--- config.mk ---
export PLATFORM = sky130hd
export DESIGN_NAME = stopwatch_counter
export DESIGN_NICKNAME = d
export VERILOG_FILES = /design/src/rtl/stopwatch_pkg.sv /design/src/rtl/edge_detect.sv /design/src/rtl/stopwatch_counter.sv
export SDC_FILE = /design/constraint.sdc
export NUM_CORES = 1
export LEC_CHECK = 0
export CAP_MARGIN = 20
export CORE_ASPECT_RATIO = 1.25
export CORE_MARGIN = 1
export CORE_UTILIZATION = 45
export CTS_CLUSTER_SIZE = 16
export DETAILED_ROUTE_END_ITERATION = 8
export PLACE_DENSITY_LB_ADDON = 0.08
export SYNTH_ARGS = -nofsm -noshare
export SYNTH_HDL_FRONTEND = slang
export SYNTH_SLANG_ARGS = --single-unit
--- constraint.sdc ---
create_clock -name clk -period 2.1 [get_ports clk]
set_input_delay 0.21 -clock clk [delete_from_list [all_inputs] [get_ports clk]]
set_output_delay 0.21 -clock clk [all_outputs]
set_load 0.03 [all_outputs]
--- src/rtl/stopwatch_pkg.sv ---
// Shared types and constants for the stopwatch counter.
//   sw_state_t        : mode FSM encoding (IDLE, RUN, PAUSE, LAP)
//   COUNT_W           : width of the seconds count / displayed value
//   DEFAULT_MAX_COUNT : terminal count used when the parent does not override it
package stopwatch_pkg;

  typedef enum logic [1:0] {
    IDLE  = 2'd0,
    RUN   = 2'd1,
    PAUSE = 2'd2,
    LAP   = 2'd3
  } sw_state_t;

  localparam int COUNT_W           = 6;
  localparam int DEFAULT_MAX_COUNT = 59;

endpackage

--- src/rtl/edge_detect.sv ---
// One-flop rising-edge detector for an already-synchronised button level.
//   clk   : system clock
//   reset : asynchronous, active-high reset (history flop cleared to 0)
//   in    : synchronised button level
//   rise  : high for the single cycle where in=1 and the previous sample was 0
module edge_detect (
  input  logic clk,
  input  logic reset,
  input  logic in,
  output logic rise
);

  logic in_q;
  logic in_d;

  always_comb begin
    in_d = in;
  end

  always_ff @(posedge clk or posedge reset) begin
    if (reset) begin
      in_q <= 1'b0;
    end else begin
      in_q <= in_d;
    end
  end

  // Because in_q resets to 0, a button held through reset release yields one
  // edge on the first clock after release.
  assign rise = in & ~in_q;

endmodule

--- src/rtl/stopwatch_counter.sv ---
// 0..MAX_COUNT seconds stopwatch feeding the two-digit seven-segment decoder.
//   clk        : system clock
//   reset      : asynchronous, active-high reset
//   start_stop : synchronised level; rising edge toggles run/pause
//   lap        : synchronised level; rising edge freezes/releases displayed value
//   clear      : synchronised level; rising edge zeroes the count when not running
//   out        : displayed value, always 0..MAX_COUNT
//   running    : registered, high in RUN and LAP
//   wrap       : one-cycle pulse while the count first shows 0 after rollover
module stopwatch_counter
  import stopwatch_pkg::*;
#(
  parameter int CLK_DIV   = 50_000_000,
  parameter int MAX_COUNT = DEFAULT_MAX_COUNT
) (
  input  logic               clk,
  input  logic               reset,
  input  logic               start_stop,
  input  logic               lap,
  input  logic               clear,
  output logic [COUNT_W-1:0] out,
  output logic               running,
  output logic               wrap
);

  if (MAX_COUNT > 63 || MAX_COUNT < 1) begin : g_bad_max_count
    $error("stopwatch_counter: MAX_COUNT must be within 1..63");
  end
  if (CLK_DIV < 2) begin : g_bad_clk_div
    $error("stopwatch_counter: CLK_DIV must be at least 2");
  end

  localparam int                   PRESC_W    = $clog2(CLK_DIV);
  localparam logic [PRESC_W-1:0]   PRESC_LAST = PRESC_W'(CLK_DIV - 1);
  localparam logic [COUNT_W-1:0]   MAX_C      = COUNT_W'(MAX_COUNT);

  logic ss_rise, lap_rise, clear_rise;

  edge_detect u_ss_edge    (.clk(clk), .reset(reset), .in(start_stop), .rise(ss_rise));
  edge_detect u_lap_edge   (.clk(clk), .reset(reset), .in(lap),        .rise(lap_rise));
  edge_detect u_clear_edge (.clk(clk), .reset(reset), .in(clear),      .rise(clear_rise));

  sw_state_t           state_q,   state_d;
  logic [COUNT_W-1:0]  count_q,   count_d;
  logic [COUNT_W-1:0]  lap_val_q, lap_val_d;
  logic [PRESC_W-1:0]  presc_q,   presc_d;
  logic                wrap_q,    wrap_d;
  logic                running_q, running_d;

  always_comb begin
    state_d   = state_q;
    count_d   = count_q;
    lap_val_d = lap_val_q;
    presc_d   = presc_q;
    wrap_d    = 1'b0;

    // Timebase runs off the current state, so the cycle that leaves RUN/LAP
    // still advances the prescaler and a resume continues the partial second.
    if (state_q == RUN || state_q == LAP) begin
      if (presc_q == PRESC_LAST) begin
        presc_d = '0;
        wrap_d  = (count_q == MAX_C);
        count_d = (count_q == MAX_C) ? '0 : count_q + 1'b1;
      end else begin
        presc_d = presc_q + 1'b1;
      end
    end

    // Edges ignored in a state do not take part in arbitration; among the
    // meaningful ones clear beats start_stop beats lap, losers are dropped.
    unique case (state_q)
      IDLE: begin
        if (clear_rise) begin
          count_d = '0;
          presc_d = '0;
        end else if (ss_rise) begin
          state_d = RUN;
        end
      end
      RUN: begin
        if (ss_rise) begin
          state_d = PAUSE;
        end else if (lap_rise) begin
          state_d   = LAP;
          lap_val_d = count_d;  // includes a same-cycle increment
        end
      end
      LAP: begin
        if (ss_rise) begin
          state_d = PAUSE;
        end else if (lap_rise) begin
          state_d = RUN;
        end
      end
      PAUSE: begin
        if (clear_rise) begin
          state_d = IDLE;
          count_d = '0;
          presc_d = '0;
        end else if (ss_rise) begin
          state_d = RUN;
        end
      end
      default: state_d = IDLE;
    endcase

    running_d = (state_d == RUN) || (state_d == LAP);
  end

  always_ff @(posedge clk or posedge reset) begin
    if (reset) begin
      state_q   <= IDLE;
      count_q   <= '0;
      lap_val_q <= '0;
      presc_q   <= '0;
      wrap_q    <= 1'b0;
      running_q <= 1'b0;
    end else begin
      state_q   <= state_d;
      count_q   <= count_d;
      lap_val_q <= lap_val_d;
      presc_q   <= presc_d;
      wrap_q    <= wrap_d;
      running_q <= running_d;
    end
  end

  assign out     = (state_q == LAP) ? lap_val_q : count_q;
  assign running = running_q;
  assign wrap    = wrap_q;

endmodule

* Word level (Yosys, flattened, before mapping)
Cells that the tools add are included.
Operators by class: add/sub/neg operators 2, equal/unequal tests 7, mux-type cells 20, bitwise gates (word level) 7, reduce and logical (&&, ||, !) cells 5
Operator list (number):
- 26-bit 2-to-1 mux | 4
- 6-bit 2-to-1 mux | 6
- 26-bit by 1-bit adder with 26-bit output (second input constant) | 1
- 26-bit equality test (second input constant) | 1
- 2-bit 2-to-1 mux | 7
- 2-bit one-hot mux with 4 select lines | 1
- 6-bit by 1-bit adder with 6-bit output (second input constant) | 1
- 2-bit equality test (second input constant) | 3
- 6-bit equality test (second input constant) | 1
- 2-bit by 1-bit equality test with 1-bit output (second input constant) | 2
- 1-bit inverter | 4
- 1-bit AND | 3
- 3-bit AND reduction | 1
- 2-bit logical NOT | 1
- 1-bit logical OR | 2
- 1-bit 2-to-1 mux | 2
- 2-bit OR reduction | 1
Word-level totals: register bits after elaboration 45, output and inout bits 8, logic and storage cells 50

* Longest topological paths before layout
Gate-level depths: netlist of run 1.
word-level depth 7, depth in mapped cells 7, gate-level depth less buffers 6

* Modules after synthesis
From an unflattened synthesis of run 1, not the netlist that was laid out.
Second synthesis, totals: cell total of the unflattened synthesis 240, area, all modules 2338.5 sq um
Modules (own cells, without submodules):
- stopwatch_counter | times used 1, cells each 231, area each 2210.9 sq um
- edge_detect | times used 3, cells each 3, area each 42.5 sq um

* Worst setup path after synthesis of run 1
Ideal clock, no wire load.
path kind reg2reg, start reg (tool-made name), end reg presc_q[21], setup time 0.077 ns, arrival 1.824 ns, required time 2.023 ns, setup slack 0.199 ns, stages on the path, launching flop included 7, buffers on the path 1, clock period less this slack 1.901 ns, cell sequence dfrtp_1 -> buf_2 -> nand4_1 -> nor3_2 -> nand2_1 -> or3_1 -> a21oi_1
RTL lines:
- end signal, assigned | line stopwatch_counter.sv:122 | presc_q <= presc_d;
- end, declared | line stopwatch_counter.sv:46 | logic [PRESC_W-1:0] presc_q, presc_d;

==> results of run 1 <==
-- worst paths after layout --
check                             start              end  slack (ns)  depth (start not counted)
setup reg to reg             presc_q[0]     lap_val_q[3]        0.15                          6
hold / removal                    reset       count_q[0]        0.22                          2
min in group clk                    lap  u_lap_edge.in_q        0.38                          1
setup / recovery                   flop          running        0.13                          2
hold reg to reg            lap_val_q[2]     lap_val_q[2]        0.48                          2
max in group asynchronous         reset      presc_q[20]        1.39                          3
-- logic make-up (layout without fill, tap and decap cells) --
kind of cell	after synthesis	after routing
and+or+nand+nor	117	117
DFF	44	44
AOI/OAI and AO/OA	26	26
xor gates and xnor gates	22	22
buffers and inverters	11	39
muxes	9	9
adders and majority gates	2	2
-- cells in the final DEF, fill, tap and decap left out, types with 2 or more instances in the layout --
cell and count:
nor2b_1 3, o21ai_0 9, mux2_2 6, o31a_1 2
nor2_1 39, or3_1 2, nand4_1 9, xor2_1 16
xnor2_1 6, buf_4 18, mux2i_1 2, and4_1 4
clkbuf_8 7, buf_12 2, inv_1 5, a21oi_1 7
nand2b_1 3, nor3_1 4, clkdlybuf4s50_1 6, nand3_1 17
nand2_1 16, and3_1 9, nor4_2 3, dfrtp_1 44
ha_1 2
-- registers in the layout, summed over array words and instances, names as in the netlist, named ones only --
register / flops
presc_q: 26
count_q: 6
lap_val_q: 6
state_q: 1
u_clear_edge.in_q: 1
u_lap_edge.in_q: 1
u_ss_edge.in_q: 1
wrap: 1
-- power by group through the flow --
stage | clock network, W | logic (W) | registers (W)
5_1_grt | 0.000609 | 0.000289 | 0.000989
3_3_place_gp | 0 | 0.000248 | 0.000992
3_5_place_dp | 0 | 0.000248 | 0.000994
4_1_cts | 0.000592 | 0.000249 | 0.000977
6_report | 0.000566 | 0.000256 | 0.000979
2_1_floorplan | 0 | 0.000175 | 0.000978
-- per-stage QoR --
step                area, um^2  setup WS (ns)  instances  hold slack [ns]  setup TNS (ns)
floorplan                 2243         0.1990        231           0.2414               0
detailed placement        2519         0.1301        311           0.4663               0
global placement          2519        0.08156        311           0.4567               0
finish                    2635         0.1335        319           0.2242               0
CTS                       2615        0.05385        318           0.2218               0
global route              2635     -0.0004978        319           0.2544      -0.0004978
-- routing by layer --
metal / share of wire / vias up / global-route usage
met2: 0.51 / 21 / 0.3479
met4: 0.014 / 0 / 0.07826
li1: - / 861 / -
met5: 0 / - / 0
met1: 0.45 / 808 / 0.2299
met3: 0.021 / 4 / 0.03792
-- area by class of cell --
type	count	area, um^2
Clock buffer	7	96.34
Fill cell	466	2130
Inverter	6	22.52
Multi-Input combinational cell	176	1105
Sequential cell	44	1101
Tap cell	60	75.07
Timing Repair Buffer	26	235.2
-- what timing repair did --
action,in CTS,in global routing
resized for setup,0,3
setup buffers,0,1
setup endpoints to repair,0,3
hold endpoints to repair,0,0
==> out/summary.txt, run 1 <==
Worst path cell trace: buf_4 -> clkdlybuf4s50_1
Clk sink count: 44
Die Area: 0.005273 mm^2
Cell leakage power: 1.201 nW
Antenna viol nets, final: 0
DRT iter0 DRCs: 90
Clock share of power: 0.314
Crit path max-delay family: buffers and inverters
IO Pins: 13
Worst slew pin tran: 0.4690 ns
Most common cell in the netlist: dfrtp_1
Ant diodes: 0
Final worst-path cycle share: 0.9364
Layout Nets: 266
Minimum clock period after layout: 1.966 ns
Largest family of logic cells by synthesized area: simple AND/OR/NAND/NOR gates
Initial Util: 0.4709
Net Sw Power: 0.0004741 W
CTS root buf: clkbuf_8
Yosys warning total: 0
Avg Cell Area, Syn: 9.712 um^2
H-tree lvl count: 2
Core Util, Final: 0.5530
Adder-cell share of the synthesized area: 0.01115
Compound-cell area share of the yosys netlist: 0.07139
Clock Latency Late Sink: 0.29 ns
Largest net degree at the start of global routing: 28
DRT Pass-1 Iters: 4
Slowest stage delay, CP: 0.68 ns
CTS Buf Count: 5
CTS max path bufs: 2
Mux cell area share after synthesis: 0.04350
Endpoints failing setup: 0
CP max-delay cell: clkdlybuf4s50_1
Initial antenna violation count: 0
Total gr overflow: 0
Simple-gate portion of the synthesized area: 0.2750
Vias: 1694
Tot Pwr: 0.001801 W
Switching share of power: 0.2632
Hold WC Path Type: in2async
Vias/cell: 5.310
Top FF cell, synth: dfrtp_1
Slew margin rel.: 0.6862
P_int: 0.001327 W
P&R area growth vs syn: 17.46%
Synth unique cells: 41
Reg clk slew, reported paths: 0.08 ns
Crit end category: output port
Number of flops mapped to enable cells by yosys: 0
Worst IR Drop VDD: 0.4208 mV
Sequential fraction of the synthesis area: 0.4908
DIE WIDTH: 65.15 um
Worst path bufs/invs: 2
Max cap viols: 0
Outcome: completed
GPL Wtd Cong: 0.7993
Synth top area share: 0.4908
Yosys top cell by area: dfrtp_1
Syn_nets: 238
Worst-path fanout max: 11
Synth area leaders: dfrtp_1 (49%), nor2_1 (6.5%), xor2_1 (6.2%)
XOR/XNOR Fraction of Synth Area: 0.08589
Power share of the combinational group: 0.142
Seq cells post-synth: 44
CTS tree: done
Power Density: 683.5 mW/mm^2
# port buffers: 12
Post-synth top cells: dfrtp_1 (44), nor2_1 (39), nand2_1 (17), nand3_1 (17), xor2_1 (16)
Cell Area, Synth: 0.002243 mm^2
FMAX: 0.5085 GHz
Gate Count Post-Synth: 231
Endpoints failing hold: 0
Critical Path RT: 1.89 ns
Async set-reset flop share out of synthesis: 1.000
Worst setup SP type: flop
Drt wl/cell: 14.41 um
Site row count: 28
First-pass GRT wire length: 7672 um
Core area: 0.004765 mm^2
Critical path data arrival time: 1.76 ns
Number of buffers inserted by hold repair at cts: 0
Register share of total power: 0.544
HPWL after detailed placement: 3332 um
Final Max Tran Viols: 0
Share of cells above drive strength 1: 0.1737
Layout Skew: 0.005289 ns
DRC violations left: 0
Number of global-route vias before repair: 1644
Crit Path Category: reg2out
Total Wirelength: 4597 um
Die Span Y: 80.94 um
GRT Overall Usage: 0.1955
(Power assumes the default switching activity.)
==> inputs of run 2 (changes only) <==
MAX_ROUTING_LAYER = met4   (was not set)
==> run 2 against run 1 <==
  * Worst setup slack got worse by 0.00054 ns
  * Combinational power is essentially flat
  * Register-to-register slack about the same
  * Cell count is the same
  * Die area unchanged
  * Sequential power about the same
  * Clock power about the same
  * First-iteration DRC count is 1.1% lower
  * Total power about the same
  * Utilization unchanged
  * Hold slack about the same
  * Clock-buffer cell count did not move
==> out/summary.txt, run 2 (synthesized netlist as in run 1, its figures left out) <==
Post-Place Setup Slack: 0.1301 ns (unchanged)
Cell leakage power: 1.201 nW (unchanged)
Number of buffers inserted by hold repair at cts: 0 (unchanged)
Endpoints failing hold: 0 (unchanged)
Worst path cell trace: buf_4 -> clkdlybuf4s50_1
Hold WC Path Type: in2async
Net Sw Power: 0.0004743 W (about the same)
Reg clk slew, reported paths: 0.08 ns (about the same)
Layout Skew: 0.005093 ns (-0.0001958 ns)
Largest reg by FF count: presc_q
Power Density: 683.6 mW/mm^2 (about the same)
Post-route insts no fill: 319 (unchanged)
Outcome: completed
P_int: 0.001327 W (about the same)
Number of global-route vias before repair: 1646 (+0.12%)
WHS: 0.2238 ns (-0.0003370 ns)
Layout Nets: 266 (unchanged)
Largest regs: presc_q: 26 flops, count_q: 6 flops, lap_val_q: 6 flops
# fillers: 466 (unchanged)
Crit end category: output port
IO Pins: 13 (unchanged)
FMAX: 0.5084 GHz (about the same)
CTS max path bufs: 2 (unchanged)
Fin worst setup slack: 0.1330 ns (-0.0005360 ns)
H-tree lvl count: 2 (unchanged)
Endpoints failing setup: 0 (unchanged)
Register share of total power: 0.543 (about the same)
Core Util, Final: 0.5530 (unchanged)
Largest register FFs: 26 (unchanged)
Total gr overflow: 0 (unchanged)
DIE WIDTH: 65.15 um (unchanged)
P&R area growth vs syn: 17.46% (unchanged)
Slew margin rel.: 0.6861 (about the same)
DRT iter0 DRCs: 89 (-1.1%)
Commonest cells after routing, fill and taps aside: dfrtp_1 (44), nor2_1 (39), buf_4 (18), nand3_1 (17)
Critical path data arrival time: 1.76 ns (about the same)
Die Span Y: 80.94 um (unchanged)
Final worst-path cycle share: 0.9367 (about the same)
Crit Path Category: reg2out
Worst reg-to-reg setup slack: 0.15 ns (about the same)
Max cap viols: 0 (unchanged)
Initial antenna violation count: 0 (unchanged)
Total Wirelength: 4608 um (+0.24%)
Crit path max-delay family: buffers and inverters
Slowest stage delay, CP: 0.68 ns (about the same)
Vias/cell: 5.339 (+0.53%)
Site row count: 28 (unchanged)
Vias: 1703 (+0.53%)
DRT Pass-1 Iters: 4 (unchanged)
Worst slew pin tran: 0.4691 ns (+0.00007260 ns)
Minimum clock period after layout: 1.967 ns (+0.0005360 ns)
Switching share of power: 0.2633 (about the same)
Drt wl/cell: 14.45 um (+0.24%)
Most common cell after layout, fill and taps aside: dfrtp_1
CTS Buf Count: 5 (unchanged)
Clock Latency Late Sink: 0.29 ns (about the same)
CTS tree: done
Final Max Tran Viols: 0 (unchanged)
CTS root buf: clkbuf_8
Worst setup SP type: flop
Placed Cells incl. Taps: 311 (unchanged)
First-pass GRT wire length: 7665 um (about the same)
GPL Wtd Cong: 0.8108 (+1.4%)
Clock share of power: 0.314 (about the same)
Ant diodes: 0 (unchanged)
Critical Path RT: 1.89 ns (about the same)
Antenna viol nets, final: 0 (unchanged)
Initial Util: 0.4709 (unchanged)
Largest net degree at the start of global routing: 28 (unchanged)
Worst IR Drop VDD: 0.4208 mV (about the same)
GRT Overall Usage: 0.2013 (+0.005768)
HPWL after detailed placement: 3332 um (unchanged)
Share of cells above drive strength 1: 0.1737 (unchanged)
DRC violations left: 0 (unchanged)
# port buffers: 12 (unchanged)
CP max-delay cell: clkdlybuf4s50_1
Core area: 0.004765 mm^2 (unchanged)
Worst-path fanout max: 11 (unchanged)
Power share of the combinational group: 0.142 (about the same)
Clk sink count: 44 (unchanged)
Die Area: 0.005273 mm^2 (unchanged)
Setup TNS Final: 0 ns (unchanged)
Worst path bufs/invs: 2 (unchanged)
[run 2: worst reg2reg max path, cell delays in order (launching register included)]
cell and delay, ns:
dfrtp_1 0.39, ha_1 0.19, and4bb_1 0.21, nand3_2 0.10, or4_4 0.57, o31a_1 0.29, a21oi_2 0.13
[run 2: path summary, 6_finish.rpt]
kind,from,end,cells past startpoint
min in group clk,lap,u_lap_edge.in_q,1
max in group asynchronous,reset,presc_q[20],3
setup / recovery,flop,running,2
hold reg to reg,lap_val_q[2],lap_val_q[2],2
setup reg to reg,presc_q[0],lap_val_q[3],6
hold / removal,reset,count_q[0],2
[run 2: area by class of cell]
| class | count | area [um^2] | share of cell area |
|---|---|---|---|
| sequential | 44 | 1101 | 0.4179 |
| multi-input combinational | 176 | 1105 | 0.4193 |
| tap | 60 | 75.07 | 0.02849 |
| clock buffer | 7 | 96.34 | 0.03656 |
| inverter | 6 | 22.52 | 0.008547 |
| timing repair buffer | 26 | 235.2 | 0.08927 |
[run 2: power by group through the flow]
stage               Clock [W]  Combinational, W  Sequential, W
floorplan                   0          0.000175       0.000978
global placement            0          0.000248       0.000992
detailed placement          0          0.000248       0.000994
CTS                  0.000592          0.000249       0.000977
global route         0.000609          0.000289       0.000989
finish               0.000566          0.000256       0.000979
[run 2: repair_timing]
action	in CTS	in global routing
resized for setup	0	3
setup endpoints to repair	0	3
setup buffers	0	1
[run 2: per-stage QoR]
stage | area [um^2] | total power, W
6_report | 2635 | 0.001801
2_1_floorplan | 2243 | 0.001154
5_1_grt | 2635 | 0.001887
4_1_cts | 2615 | 0.001818
3_5_place_dp | 2519 | 0.001242
3_3_place_gp | 2519 | 0.001240
[run 2: routing by layer]
layer  wire length [um]  track usage
met1               2083       0.2299
met2               2358       0.3479
met3                100      0.03792
met4                 65      0.07826
met5                  0            -
==> inputs of run 3 (changes only) <==
CTS_BUF_LIST = sky130_fd_sc_hd__clkbuf_2   (was not set)
TNS_END_PERCENT = 10   (was not set)
==> run 3 against run 2 <==
  * Combinational power down 3%
  * Worst setup slack got worse by 0.0063 ns
  * Fmax fell by 0.32%
  * Total power down 14%
  * Register-to-register slack worse by 0.02 ns
  * Clock-buffer cell count down 2
  * Critical path depth is 6 higher
  * Non-clock buffer count is 1 lower
  * Hold slack worse by 0.15 ns
  * First-iteration DRC count grew 47%
==> out/summary.txt, run 3 (synthesized netlist as in run 1, its figures left out) <==
Outcome: completed
Hold WC Path Type: in2async
GRT Overall Usage: 0.2013 (unchanged)
Share of cells above drive strength 1: 0.1705 (-0.003203)
Initial antenna violation count: 0 (unchanged)
Site row count: 28 (unchanged)
Largest net degree at the start of global routing: 28 (unchanged)
Minimum clock period after layout: 1.973 ns (+0.006262 ns)
Commonest cells after routing, fill and taps aside: dfrtp_1 (43), nor2_1 (39), nand3_1 (17), buf_4 (17)
Largest register FFs: 26 (unchanged)
Total Wirelength: 4601 um (-0.15%)
Crit end category: flop
Post-Place Setup Slack: 0.1301 ns (unchanged)
FMAX: 0.5068 GHz (-0.32%)
Fin worst setup slack: 0.1267 ns (-0.006262 ns)
Number of global-route vias before repair: 1636 (-0.61%)
Worst path cell trace: ha_2 -> and4bb_1 -> nand3_2 -> buf_4 -> nor4_2 -> buf_4 -> mux2i_2 -> o21ai_0
Number of buffers inserted by hold repair at cts: 0 (unchanged)
Largest regs: presc_q: 26 flops, count_q: 6 flops, lap_val_q: 6 flops
Post-CTS Setup Repair Bufs: 0 (unchanged)
P&R area growth vs syn: 14.78%
Crit Path Category: reg2reg
Die Span Y: 80.94 um (unchanged)
Worst slew pin tran: 0.4687 ns (-0.0003554 ns)
Endpoints failing setup: 0 (unchanged)
CP max-delay cell: dfrtp_1
Vias: 1692 (-0.65%)
DRC violations left: 0 (unchanged)
HPWL after detailed placement: 3332 um (unchanged)
Clk sink count: 44 (unchanged)
Tot Pwr: 0.001556 W (-14%)
Clock Latency Late Sink: 0.40 ns (+0.11 ns)
CTS max path bufs: 2 (unchanged)
H-tree lvl count: 2 (unchanged)
Critical Path Most Common Cell: buf_4
Worst reg-to-reg setup slack: 0.13 ns (-0.02 ns)
Cell leakage power: 1.187 nW (-1.2%)
Total gr overflow: 0 (unchanged)
Endpoints failing hold: 0 (unchanged)
DRT iter0 DRCs: 131 (+47%)
Final worst-path cycle share: 0.9397 (+0.002982)
IO Pins: 13 (unchanged)
Critical path launch point: presc_q[1]
Slowest stage delay, CP: 0.44 ns (-0.24 ns)
Max cap viols: 0 (unchanged)
# port buffers: 12 (unchanged)
Worst R2R End: lap_val_q[2]
Worst-path fanout max: 5 (-6)
CTS Buf Count: 5 (unchanged)
DP Area: 0.002519 mm^2 (unchanged)
Most common cell after layout, fill and taps aside: dfrtp_1
Layout Nets: 265 (-0.38%)
Ant diodes: 0 (unchanged)
Worst reg2reg path startpoint: presc_q[1]
Worst IR Drop VDD: 0.3492 mV (-17%)
Slew margin rel.: 0.6864 (about the same)
Reg clk slew, reported paths: 0.22 ns (+0.14 ns)
DRT Pass-1 Iters: 4 (unchanged)
CTS tree: done
First-pass GRT wire length: 7693 um (+0.37%)
Critical Path RT: 2.40 ns (+0.51 ns)
Die Area: 0.005273 mm^2 (unchanged)
Antenna viol nets, final: 0 (unchanged)
RSZ-0062 raised after global routing: yes
Critical path data arrival time: 2.27 ns (+0.51 ns)
Largest reg by FF count: presc_q
Final Max Tran Viols: 0 (unchanged)
R2R depth: 8 (+2)
DIE WIDTH: 65.15 um (unchanged)
Worst setup SP type: flop
Vias/cell: 5.321 (-0.33%)
Core area: 0.004765 mm^2 (unchanged)
Final instance area: 0.002575 mm^2 (-2.3%)
CTS root buf: clkbuf_2
Core Util, Final: 0.5404 (-0.01261)
Initial Util: 0.4709 (unchanged)
Layout Skew: 0.02647 ns (+0.02138 ns)
GPL Wtd Cong: 0.8108 (unchanged)
Drt wl/cell: 14.47 um (+0.16%)
Setup TNS Final: 0 ns (unchanged)
Power Density: 604.4 mW/mm^2 (-12%)
==> run 3: worst max-delay path by stage <==
stage,slack [ns],depth (start not counted),end
global placement,0.08,8,lap_val_q[2]
CTS,0.04,4,out[3]
detailed placement,0.13,8,lap_val_q[2]
floorplan,0.20,6,presc_q[21]
global route,-0.02,8,lap_val_q[2]
finish,0.13,8,lap_val_q[2]
==> run 3: area by class of cell <==
type                       instances  area, um^2
tap                               60       75.07
inverter                           6       22.52
timing repair buffer              25       230.2
sequential                        44        1102
clock inverter                     2       7.507
fill                             469        2190
clock buffer                       5       25.02
multi-input combinational        176        1112
==> run 3: through the flow <==
stage | hold slack [ns] | std cells
finish | 0.07664 | 318
global route | 0.06355 | 318
CTS | 0.05804 | 318
detailed placement | 0.4663 | 311
global placement | 0.4567 | 311
floorplan | 0.2414 | 231
==> run 3: repair_timing <==
| action | 4_1_cts | 5_1_grt |
|---|---|---|
| endpoints found under the hold margin | 0 | 0 |
| pin swaps | 0 | 1 |
| setup endpoints to repair | 7 | 11 |
| gates resized for setup | 2 | 5 |
==> run 3: metal layers <==
metal / vias up / wire, um / track usage
met5: - / 0 / -
li1: 862 / - / -
met3: 5 / 99 / 0.04635
met4: 0 / 57 / 0.05870
met2: 17 / 2372 / 0.3448
met1: 808 / 2071 / 0.2353
==> run 3: power breakdown <==
part           total, W  internal [W]  switching, W  leakage, nW
combinational  0.000248      0.000109      0.000140        0.569
sequential     0.000983      0.000919     0.0000640        0.594
clock          0.000325     0.0000687      0.000256       0.0239
total           0.00156       0.00110      0.000460         1.19
==> run 3: critical path: cells and delay by family (launching register included) <==
family / cells / cell delay (ns)
mux: 1 / 0.23
buf+inv: 2 / 0.33
flops: 1 / 0.44
fa+ha+maj: 1 / 0.20
compound gates: 1 / 0.09
simple gates: 3 / 0.57
